[config.mk]
export PLATFORM = sky130hd
export DESIGN_NAME = fir_mac_sequencer
export DESIGN_NICKNAME = d
export VERILOG_FILES = /design/src/rtl/fir_mac_sequencer.sv
export SDC_FILE = /design/constraint.sdc
export NUM_CORES = 1
export LEC_CHECK = 0
export CORE_ASPECT_RATIO = 1.25
export CORE_MARGIN = 2
export CORE_UTILIZATION = 47
export CTS_CLUSTER_SIZE = 10
export DETAILED_ROUTE_END_ITERATION = 7
export PLACE_DENSITY_LB_ADDON = 0.3
export SYNTH_ARGS = -nofsm -noshare
export SYNTH_HDL_FRONTEND = slang
export SYNTH_SLANG_ARGS = --single-unit
[constraint.sdc]
create_clock -name clk -period 1.8 [get_ports clk]
set_input_delay 0.18 -clock clk [delete_from_list [all_inputs] [get_ports clk]]
set_output_delay 0.18 -clock clk [all_outputs]
set_load 0.005 [all_outputs]
[src/rtl/fir_mac_sequencer.sv]
// fir_mac_sequencer: control sequencer for a time-multiplexed FIR datapath.
// Accepts one sample per in_valid/in_ready handshake and writes it into the
// circular sample RAM. It then issues TAPS MAC terms, newest sample first,
// with matching coefficient addresses, waits out the MAC pipeline, pulses
// acc_load and presents the result on out_valid/out_ready.
//
// Optional feature: define FIR_FLUSH_EN to zero the sample RAM after every
// reset (FLUSH state). Without it, reset goes straight to IDLE and smp_wzero
// stays 0.
//
// Ports:
//   clk, rst          clock (rising edge); asynchronous reset, active low
//   in_valid/ready    input sample handshake
//   out_valid/ready   result handshake
//   smp_we/wzero      sample RAM write strobe / write zero instead of sample
//   smp_waddr/raddr   sample RAM write / read address
//   coef_addr         coefficient ROM address
//   mac_en/clr/last   issue a MAC term / first term / final term
//   acc_load          latch the rounded accumulator into the output register
module fir_mac_sequencer #(
   parameter int unsigned TAPS    = 401,
   parameter int unsigned AW      = 9,
   parameter int unsigned MAC_LAT = 2
) (
   input  logic          clk,
   input  logic          rst,
   input  logic          in_valid,
   output logic          in_ready,
   output logic          out_valid,
   input  logic          out_ready,
   output logic          smp_we,
   output logic          smp_wzero,
   output logic [AW-1:0] smp_waddr,
   output logic [AW-1:0] smp_raddr,
   output logic [AW-1:0] coef_addr,
   output logic          mac_en,
   output logic          mac_clr,
   output logic          mac_last,
   output logic          acc_load
);

   localparam int unsigned DW = (MAC_LAT > 1) ? $clog2(MAC_LAT) : 1;
   localparam logic [AW-1:0] LAST_TAP = AW'(TAPS - 1);
   localparam logic [DW-1:0] LAST_D   = DW'(MAC_LAT - 1);

   typedef enum logic [2:0] {
      S_IDLE  = 3'd0,
      S_MAC   = 3'd1,
      S_DRAIN = 3'd2,
      S_OUT   = 3'd3,
      S_FLUSH = 3'd4
   } state_t;

`ifdef FIR_FLUSH_EN
   localparam state_t RST_STATE = S_FLUSH;
`else
   localparam state_t RST_STATE = S_IDLE;
`endif

   state_t        state;
   logic [AW-1:0] wptr;
   logic [AW-1:0] rptr;
   logic [AW-1:0] k;
   logic [DW-1:0] d;
`ifdef FIR_FLUSH_EN
   logic [AW-1:0] f;
`endif

   // State, pointers and counters; the read pointer walks backwards from the
   // newest sample so tap k pairs with coefficient k.
   always_ff @(posedge clk or negedge rst) begin
      if (!rst) begin
         state <= RST_STATE;
         wptr  <= '0;
         rptr  <= '0;
         k     <= '0;
         d     <= '0;
`ifdef FIR_FLUSH_EN
         f     <= '0;
`endif
      end else begin
         case (state)
`ifdef FIR_FLUSH_EN
            S_FLUSH: begin
               f <= f + AW'(1);
               if (f == LAST_TAP) state <= S_IDLE;
            end
`endif
            S_IDLE: begin
               if (in_valid) begin
                  rptr  <= wptr;
                  k     <= '0;
                  wptr  <= (wptr == LAST_TAP) ? '0 : wptr + AW'(1);
                  state <= S_MAC;
               end
            end
            S_MAC: begin
               k    <= k + AW'(1);
               rptr <= (rptr == '0) ? LAST_TAP : rptr - AW'(1);
               if (k == LAST_TAP) begin
                  d     <= '0;
                  state <= S_DRAIN;
               end
            end
            S_DRAIN: begin
               d <= d + DW'(1);
               if (d == LAST_D) state <= S_OUT;
            end
            S_OUT: begin
               if (out_ready) state <= S_IDLE;
            end
            default: state <= RST_STATE;
         endcase
      end
   end

   // Output decode; everything is forced low while reset is asserted and
   // addresses stay zero whenever their strobe is low.
   always_comb begin
      in_ready  = 1'b0;
      out_valid = 1'b0;
      smp_we    = 1'b0;
      smp_wzero = 1'b0;
      smp_waddr = '0;
      smp_raddr = '0;
      coef_addr = '0;
      mac_en    = 1'b0;
      mac_clr   = 1'b0;
      mac_last  = 1'b0;
      acc_load  = 1'b0;
      if (rst) begin
         case (state)
`ifdef FIR_FLUSH_EN
            S_FLUSH: begin
               smp_we    = 1'b1;
               smp_wzero = 1'b1;
               smp_waddr = f;
            end
`endif
            S_IDLE: begin
               in_ready  = 1'b1;
               smp_we    = in_valid;
               smp_waddr = in_valid ? wptr : '0;
            end
            S_MAC: begin
               mac_en    = 1'b1;
               coef_addr = k;
               smp_raddr = rptr;
               mac_clr   = (k == '0);
               mac_last  = (k == LAST_TAP);
            end
            S_DRAIN: acc_load  = (d == LAST_D);
            S_OUT:   out_valid = 1'b1;
            default: ;
         endcase
      end
   end

endmodule
Word-level counts from Yosys, hierarchy flattened
Index checks and enable logic that the tools add are counted.
{ "op_classes": {"n_addsub": 4, "eq_ne": 9, "n_mux": 34, "reduce_logical": 9} }
{ "op_table": {"columns": ["cell", "n"], "rows": [
  ["$mux 9", 11],
  ["$pmux 9 s2", 2],
  ["$add 9x1->9 const B", 2],
  ["$eq 9x9->1 const B", 2],
  ["$logic_not 9->1", 2],
  ["$mux 1", 15],
  ["$mux 3", 4],
  ["$pmux 3 s4", 1],
  ["$sub 9x1->9 const B", 1],
  ["$ne 2x2->1 const B", 4],
  ["$eq 3x2->1 const B", 2],
  ["$reduce_and 2->1", 3],
  ["$reduce_and 4->1", 1],
  ["$reduce_bool 2->1", 2],
  ["$eq 3x1->1 const B", 1],
  ["$logic_not 3->1", 1],
  ["$pmux 1 s2", 1],
  ["$add 1x1->1 const B", 1]
]} }
{ "totals": {"reg_bits": 31, "input_bits": 4, "out_inout_bits": 35, "word_cells": 61} }

Depth between registers and ports, before layout
Gate-level depths: netlist of the first run.
{ "depth": {"word_depth": 3, "mapped_depth": 8} }

Worst setup path after synthesis of the first run
OpenSTA, ideal clock, no wires.
{ "synth_path": {"path_type": "register -> register", "startpoint": "register rptr[0]", "endpoint": "register rptr[8]", "setup_ns": 0.124, "arrival_ns": 1.641, "path_slack_ns": 0.035, "path_stages_with_launch": 7, "period_less_slack_ns": 1.765, "cell_sequence": "dfrtp_1 -> inv_1 -> ha_1 -> or3b_4 -> o311ai_1 -> o21ai_1 -> a211o_1"} }
{ "synth_via": {"elab_chain_len": 3, "elab_cells_between_ends": 4, "cone_classes": "add/sub: 1; mux: 2; reduce/logical: 1"} }
{ "synth_rtl": {"columns": ["element", "line_no", "source"], "rows": [
  ["start, declared", "62", "logic [AW-1:0] rptr;"],
  ["start signal, assigned", "91", "rptr <= wptr;"],
  ["start signal, assigned", "99", "rptr <= (rptr == '0) ? LAST_TAP : rptr - AW'(1);"],
  ["$sub 9x1->9 / $logic_not 9->1 (equally long branches)", "99", null],
  ["$mux 9 (*)", "99", null],
  ["$pmux 9 s2 (*)", "82", "case (state)"]
]} }
Mark *: on every way between the ends. The rest lies on a longest branch, timed or not.
A chain may end at the register's enable or synchronous reset.

Final worst setup path of the first run
{ "layout_path": {"startpoint": "register state[1]", "endpoint": "output port smp_raddr[7]"} }
{ "layout_via": {"elab_chain_len": 3} }
{ "layout_rtl": {"columns": ["element", "line_no", "source"], "rows": [
  ["start, declared", "60", "state_t state;"],
  ["start signal, assigned", "73", "state <= RST_STATE;"],
  ["start signal, assigned", "94", "state <= S_MAC;"],
  ["start signal, assigned", "102", "state <= S_DRAIN;"],
  ["$eq 3x1->1", "132", "case (state)"],
  ["$mux 9", "132", null],
  ["$mux 9", "131", "if (rst) begin"],
  ["end, declared", "34", "output logic [AW-1:0] smp_raddr,"]
]} }
No other way between the ends.

==> results of run 1 <==
## cell families after synthesis
group                      count (synthesis)
adders and majority gates                  9
buffers and inverters                     25
xor gates and xnor gates                  13
muxes                                      9
and+or+nand+nor                          111
AOI/OAI and AO/OA                         40
other                                      1
DFF                                       30
## power groups by stage
stage                     clock network (mW)  logic (mW)  registers (mW)
after detailed placement                   0      0.0699           0.687
after global routing                   0.730      0.0857           0.674
after global placement                     0      0.0690           0.687
final                                  0.703      0.0785           0.674
after CTS                              0.707      0.0769           0.674
after floorplan                            0      0.0185           0.687
## final timing paths
path                       startpoint           end  slack (ns)
max                          state[1]  smp_raddr[7]       -0.14
max reg2reg                  state[1]          k[7]       -0.12
max in group asynchronous         rst       wptr[3]        0.69
min                           wptr[8]       wptr[8]        0.54
min in group asynchronous         rst          k[8]        0.63
min reg2reg                   wptr[8]       wptr[8]        0.54
## routing by layer
metal  vias up  routed length, µm  track usage (%)
met4         0                 72             8.26
met2        74               3640             42.3
met3         8                352             4.58
li1       1023                  -                -
met1      1072               2530             27.3
met5         -                  0                0
## layout by cell type, fill, tap and decap left out, types with 6 or more instances in the layout
cell type | netlist | routed
buf_4 | 1 | 49
and2_1 | 12 | 11
nor2_1 | 24 | 24
xnor2_1 | 8 | 8
and3_1 | 19 | 18
clkbuf_8 | 0 | 6
o21ai_0 | 12 | 9
nand2_1 | 15 | 14
nand3_1 | 8 | 8
inv_1 | 13 | 8
dfrtp_1 | 30 | 29
dlymetal6s2s_1 | 0 | 27
o21ai_1 | 3 | 6
## sequential cells by signal, summed over array words and instances (netlist names)
signal / count
state: 2
wptr: 9
rptr: 9
d: 1
k: 9
## layout make-up
type                    count  area share [%]
clock buffers               6            2.46
clock inverters             1           0.896
inverters                  13            1.46
multi-input cells         184            42.6
flip-flops and latches     30            22.4
repair buffers             97            28.0
well taps                  58            2.16
## per-stage QoR
step	std cells	hold slack (ns)	setup WS, ns
final	389	0.541	-0.138
after global routing	389	0.595	-0.212
after CTS	370	0.533	-0.230
after detailed placement	359	0.207	-0.0709
after global placement	359	0.206	-0.0425
after floorplan	238	-0.116	0.0354
## what timing repair did
item,in CTS,in global routing
setup buffers,1,18
endpoints found under the setup margin,38,56
gates resized for setup,11,77
cloned,0,2
pin swaps,3,20
hold buffers,3,0
hold endpoints to repair,30,0
==> flow_metrics.py, run 1 <==
metrics = {
    "status": {
        "outcome": "complete, but fails checks",
        "violations": "setup timing",
    },
    "placement": {
        "post_dp_cell_area_mm2": 0.00276,
        "dp.final_hpwl_um": 3820,
        "gp_congestion": 0.863,
        "portBuffers": 37,
    },
    "critical_path": {
        "crit_buf_inv": 3,
        "path_cells": "inv_2, ha_4, buf_12, and3_1, clkdlybuf4s50_1",
        "endpoint_kind": "output port",
        "start_kind": "register",
        "path_class": "reg -> out",
        "cp_slowest_stage_delay_ns": 0.50,
        "crit_family": "buffers and inverters",
        "r2r_cells": 10,
        "cp_max_fo": 20,
        "required_ns": 1.62,
        "cp.depth": 5,
        "cp.arrival_ns": 1.76,
        "cpMaxStageDelayCell": "clkdlybuf4s50_1",
    },
    "route": {
        "vias": 2177,
        "drt-wirelength-per-cell_um": 17.0,
        "totalWireLength_um": 6600,
        "drc": 0,
        "routed_via_density": 5.60,
        "ant_nets": 0,
        "drt_pass1_iterations": 4,
        "drtIter0Drc": 150,
    },
    "finish": {
        "finish.instance_area_mm2": 0.00335,
        "area_delta_synth_final_pct": 60.3,
        "num-fill-cells": 280,
        "fin_nets": 344,
        "diodes": 0,
        "seqCellArea_um2": 752,
        "drive_gt1_share_pct": 31.1,
        "multi_input_area_mm2": 0.00143,
        "finish.utilization_pct": 76.9,
    },
    "global_route": {
        "grt_use_total_pct": 23.4,
        "antenna_found_initial": 0,
        "gr-total-overflow": 0,
        "grt_pass1_vias": 1937,
        "grt_pass1_wl_um": 9140,
        "grt_max_degree": 21,
    },
    "timing": {
        "grt_setup_unrepaired": "yes",
        "clock.fmax_ghz": 0.516,
        "final-hold-violation-count": 0,
        "maxSlewViolCount": 0,
        "fin_ws_ns": -0.138,
        "min_period_ns": 1.94,
        "fin_tns_setup_ns": -0.859,
        "clock_skew_ns": 0.00582,
        "fin_crit_sh_pct": 108,
        "tightest_slew_ns": 0.611,
        "setup_violations": 15,
        "slew_headroom_pct": 59.2,
    },
    "yosys": {
        "syn-num-nets": 251,
        "avgSynthCellArea_um2": 8.78,
        "async_flop_share_pct": 100,
        "synth-edff-count": 0,
        "ys_dominant_reg_cell": "dfrtp_1",
        "yosys-top-cells-count": "dfrtp_1 (30), nor2_1 (24), and3_1 (19)",
        "synth_compound_area_share_pct": 13.9,
        "synthXorXnorAreaFrac_pct": 5.45,
        "ys_ff_latch": 30,
        "synth-seq-area-share_pct": 35.9,
        "netlist_area_mm2": 0.00209,
        "yosys-top-cells-area": "dfrtp_1 (36%), and3_1 (5.7%), ha_1 (5.4%)",
        "yosys_warnings": 0,
        "synthCells": 238,
        "ys_types": 51,
        "synth.mux.area_fraction_pct": 4.67,
        "yosysMostFrequentCell": "dfrtp_1",
        "synth_top_area_share_pct": 35.9,
        "synth_top_family_by_area": "simple AND/OR/NAND/NOR gates",
        "netlist.top_cell.by_area": "dfrtp_1",
        "yosys.area_share.adder_pct": 5.39,
        "synth-simple-area-share_pct": 29.6,
    },
    "floorplanning": {
        "core_mm2": 0.00436,
        "die_x_um": 63.7,
        "initial_core_util_pct": 48.0,
        "die_area_mm2": 0.00500,
        "io_pins": 39,
        "die_h_um": 78.6,
        "rows": 27,
    },
    "power": {
        "powerDensity_mw_per_mm2": 434,
        "switchingPower_mw": 0.303,
        "combPwrFrac_pct": 5.4,
        "clockPowerShare_pct": 48.3,
        "seq_power_share_pct": 46.3,
        "finalPower_mw": 1.46,
        "p_sw_share_pct": 20.8,
        "ir_worst_vdd_v": 0.000331,
        "p_int_mw": 1.15,
        "leakage_nw": 1.90,
    },
    "clock_tree": {
        "cts_tree": "done",
        "htree_levels": 2,
        "clkLatencyLatePin_ns": 0.28,
        "cts-root-buf": "clkbuf_8",
        "clkSlewWorstSetupHoldPaths_ns": 0.06,
        "cts_buffers": 5,
        "cts.sinks": 30,
        "cts_buffer_depth": 2,
    },
    "run": {
        "maxCapViolations": 0,
    },
    "worst_hold_path": {
        "hold-path-cell-count": 1,
        "hp-class": "reg -> reg",
    },
}
(Power assumes the default switching activity.)
==> run 2: changes to the inputs <==
Settings changed: SETUP_SLACK_MARGIN from default to 0.3.
==> flow_metrics.py, run 2 (synthesized netlist as in run 1, its figures left out) <==
metrics = {
    "placement": {
        "portBuffers": 37,
        "gp_congestion": 0.803,
        "dp.cells": 350,
        "dp.final_hpwl_um": 3900,
    },
    "global_route": {
        "grt_use_total_pct": 27.7,
        "gr-max-usage-layer": "met2",
        "antenna_found_initial": 0,
        "grt_max_degree": 22,
        "grt_pass1_vias": 2220,
        "gr-total-overflow": 0,
        "grt_pass1_wl_um": 10800,
        "grt_use_met2_pct": 52.9,
        "grt_util_met1_pct": 31.0,
        "grt_use_met3_pct": 4.01,
    },
    "timing": {
        "maxSlewViolCount": 0,
        "min_period_ns": 1.88,
        "clock.fmax_ghz": 0.533,
        "fin_crit_sh_pct": 104,
        "fin_ws_ns": -0.0779,
        "grt_setup_unrepaired": "yes",
        "hold_slack_ns": 0.0745,
        "clock_skew_ns": 0.00712,
        "setup_violations": 10,
        "final-hold-violation-count": 0,
        "fin_tns_setup_ns": -0.320,
    },
    "finish": {
        "layout.cells.most_common": "buf_4",
        "seqCellArea_um2": 752,
        "area_delta_synth_final_pct": 73.0,
        "num-fill-cells": 244,
        "drive_gt1_share_pct": 52.4,
        "fin_nets": 353,
        "diodes": 0,
        "multi_input_area_mm2": 0.00160,
        "finalNonFillerCells": 398,
        "top_regs": "k x9, rptr x9, wptr x9",
        "layout.cells.most_common_list": "buf_4 (39), buf_6 (36), dfrtp_1 (29), nor2_1 (21), and3_4 (14)",
    },
    "critical_path": {
        "endpoint_kind": "output port",
        "required_ns": 1.62,
        "r2r_cells": 9,
        "rr_startpoint": "state[1]",
        "cp.arrival_ns": 1.70,
        "path_class": "reg -> out",
        "startpoint": "state[1]",
        "cp_max_fo": 5,
        "worstReg2RegEnd": "state[1]",
        "start_kind": "register",
        "r2r_slack_ns": -0.05,
    },
    "clock_tree": {
        "clkSlewWorstSetupHoldPaths_ns": 0.07,
        "cts.sinks": 30,
        "cts_buffer_depth": 2,
        "cts-root-buf": "clkbuf_8",
        "htree_levels": 2,
        "cts_tree": "done",
        "cts_buffers": 5,
        "clkLatencyLatePin_ns": 0.29,
    },
    "power": {
        "powerDensity_mw_per_mm2": 408,
        "leakage_nw": 1.66,
        "ir_worst_vdd_v": 0.000424,
    },
    "route": {
        "totalWireLength_um": 7690,
        "drt_pass1_iterations": 4,
        "routed_via_density": 5.85,
        "ant_nets": 0,
        "vias": 2328,
        "drt-wirelength-per-cell_um": 19.3,
        "drtIter0Drc": 128,
        "drc": 0,
    },
    "worst_hold_path": {
        "hp-class": "in -> async",
    },
    "floorplanning": {
        "die_area_mm2": 0.00500,
        "die_h_um": 78.6,
        "die_x_um": 63.7,
        "rows": 27,
        "initial_core_util_pct": 48.0,
        "io_pins": 39,
        "core_mm2": 0.00436,
    },
    "status": {
        "outcome": "complete, but fails checks",
        "violations": "setup timing",
    },
    "run": {
        "maxCapViolations": 0,
    },
}
[run 2: cell types whose count changed in the layout (fill, tap and decap cells not counted), moves of 4 or more]
cell and delta:
and2_1 -8, and2_4 +8, buf_12 +4, buf_6 +31, dlymetal6s2s_1 -27, o21ai_2 +4
and3_4 +12, and3_1 -12, buf_4 -10, buf_2 +12
[run 2: worst max path at each step]
stage,cells after the start,end,slack [ns]
floorplan,6,rptr[8],0.17
global placement,4,smp_waddr[0],-0.02
detailed placement,4,smp_waddr[7],-0.06
CTS,9,k[7],-0.005
global route,8,smp_raddr[7],-0.11
finish,8,smp_raddr[7],-0.08
[run 2: timing repair]
action,in CTS,in global routing
hold endpoints to repair,3,0
cloned,3,2
setup endpoints to repair,62,63
buffers inserted,25,9
hold buffers,2,0
gates resized for setup,207,50
pin swaps,18,20
[run 2: metal layers]
| layer | wire (µm) | vias to the layer above |
|---|---|---|
| met3 | 405 | 31 |
| li1 | - | 1055 |
| met1 | 2750 | 1142 |
| met5 | 0 | - |
| met4 | 320 | 0 |
| met2 | 4220 | 100 |
[run 2: layout make-up]
| cell class | count | share of cell area (%) |
|---|---|---|
| timing repair buffer | 105 | 28.4 |
| multi-input combinational | 185 | 44.2 |
| inverter | 13 | 1.49 |
| clock buffer | 6 | 2.28 |
| tap | 58 | 2.01 |
| clock inverter | 1 | 0.830 |
| sequential | 30 | 20.8 |
[run 2: worst max-delay path, stage by stage (launching register included)]
cell and delay (ns):
dfrtp_1 0.37, inv_2 0.07, buf_6 0.12, ha_4 0.18
buf_4 0.15, buf_12 0.12, buf_16 0.12, and3_1 0.16
buf_2 0.13
[run 2: per-stage QoR]
step | util, % | cell area (µm²) | setup slack, ns | total power [mW]
2_1_floorplan | - | 2160 | 0.170 | 0.705
3_3_place_gp | 63.3 | 2760 | -0.0218 | 0.758
3_5_place_dp | 63.3 | 2760 | -0.0592 | 0.759
4_1_cts | 77.0 | 3360 | -0.00521 | 1.47
5_1_grt | 83.0 | 3620 | -0.105 | 1.52
6_report | 83.0 | 3620 | -0.0779 | 1.47
[run 2: power by group]
group          switching (mW)  internal [mW]
combinational          0.0528         0.0465
clock                   0.258          0.442
sequential                  0          0.674
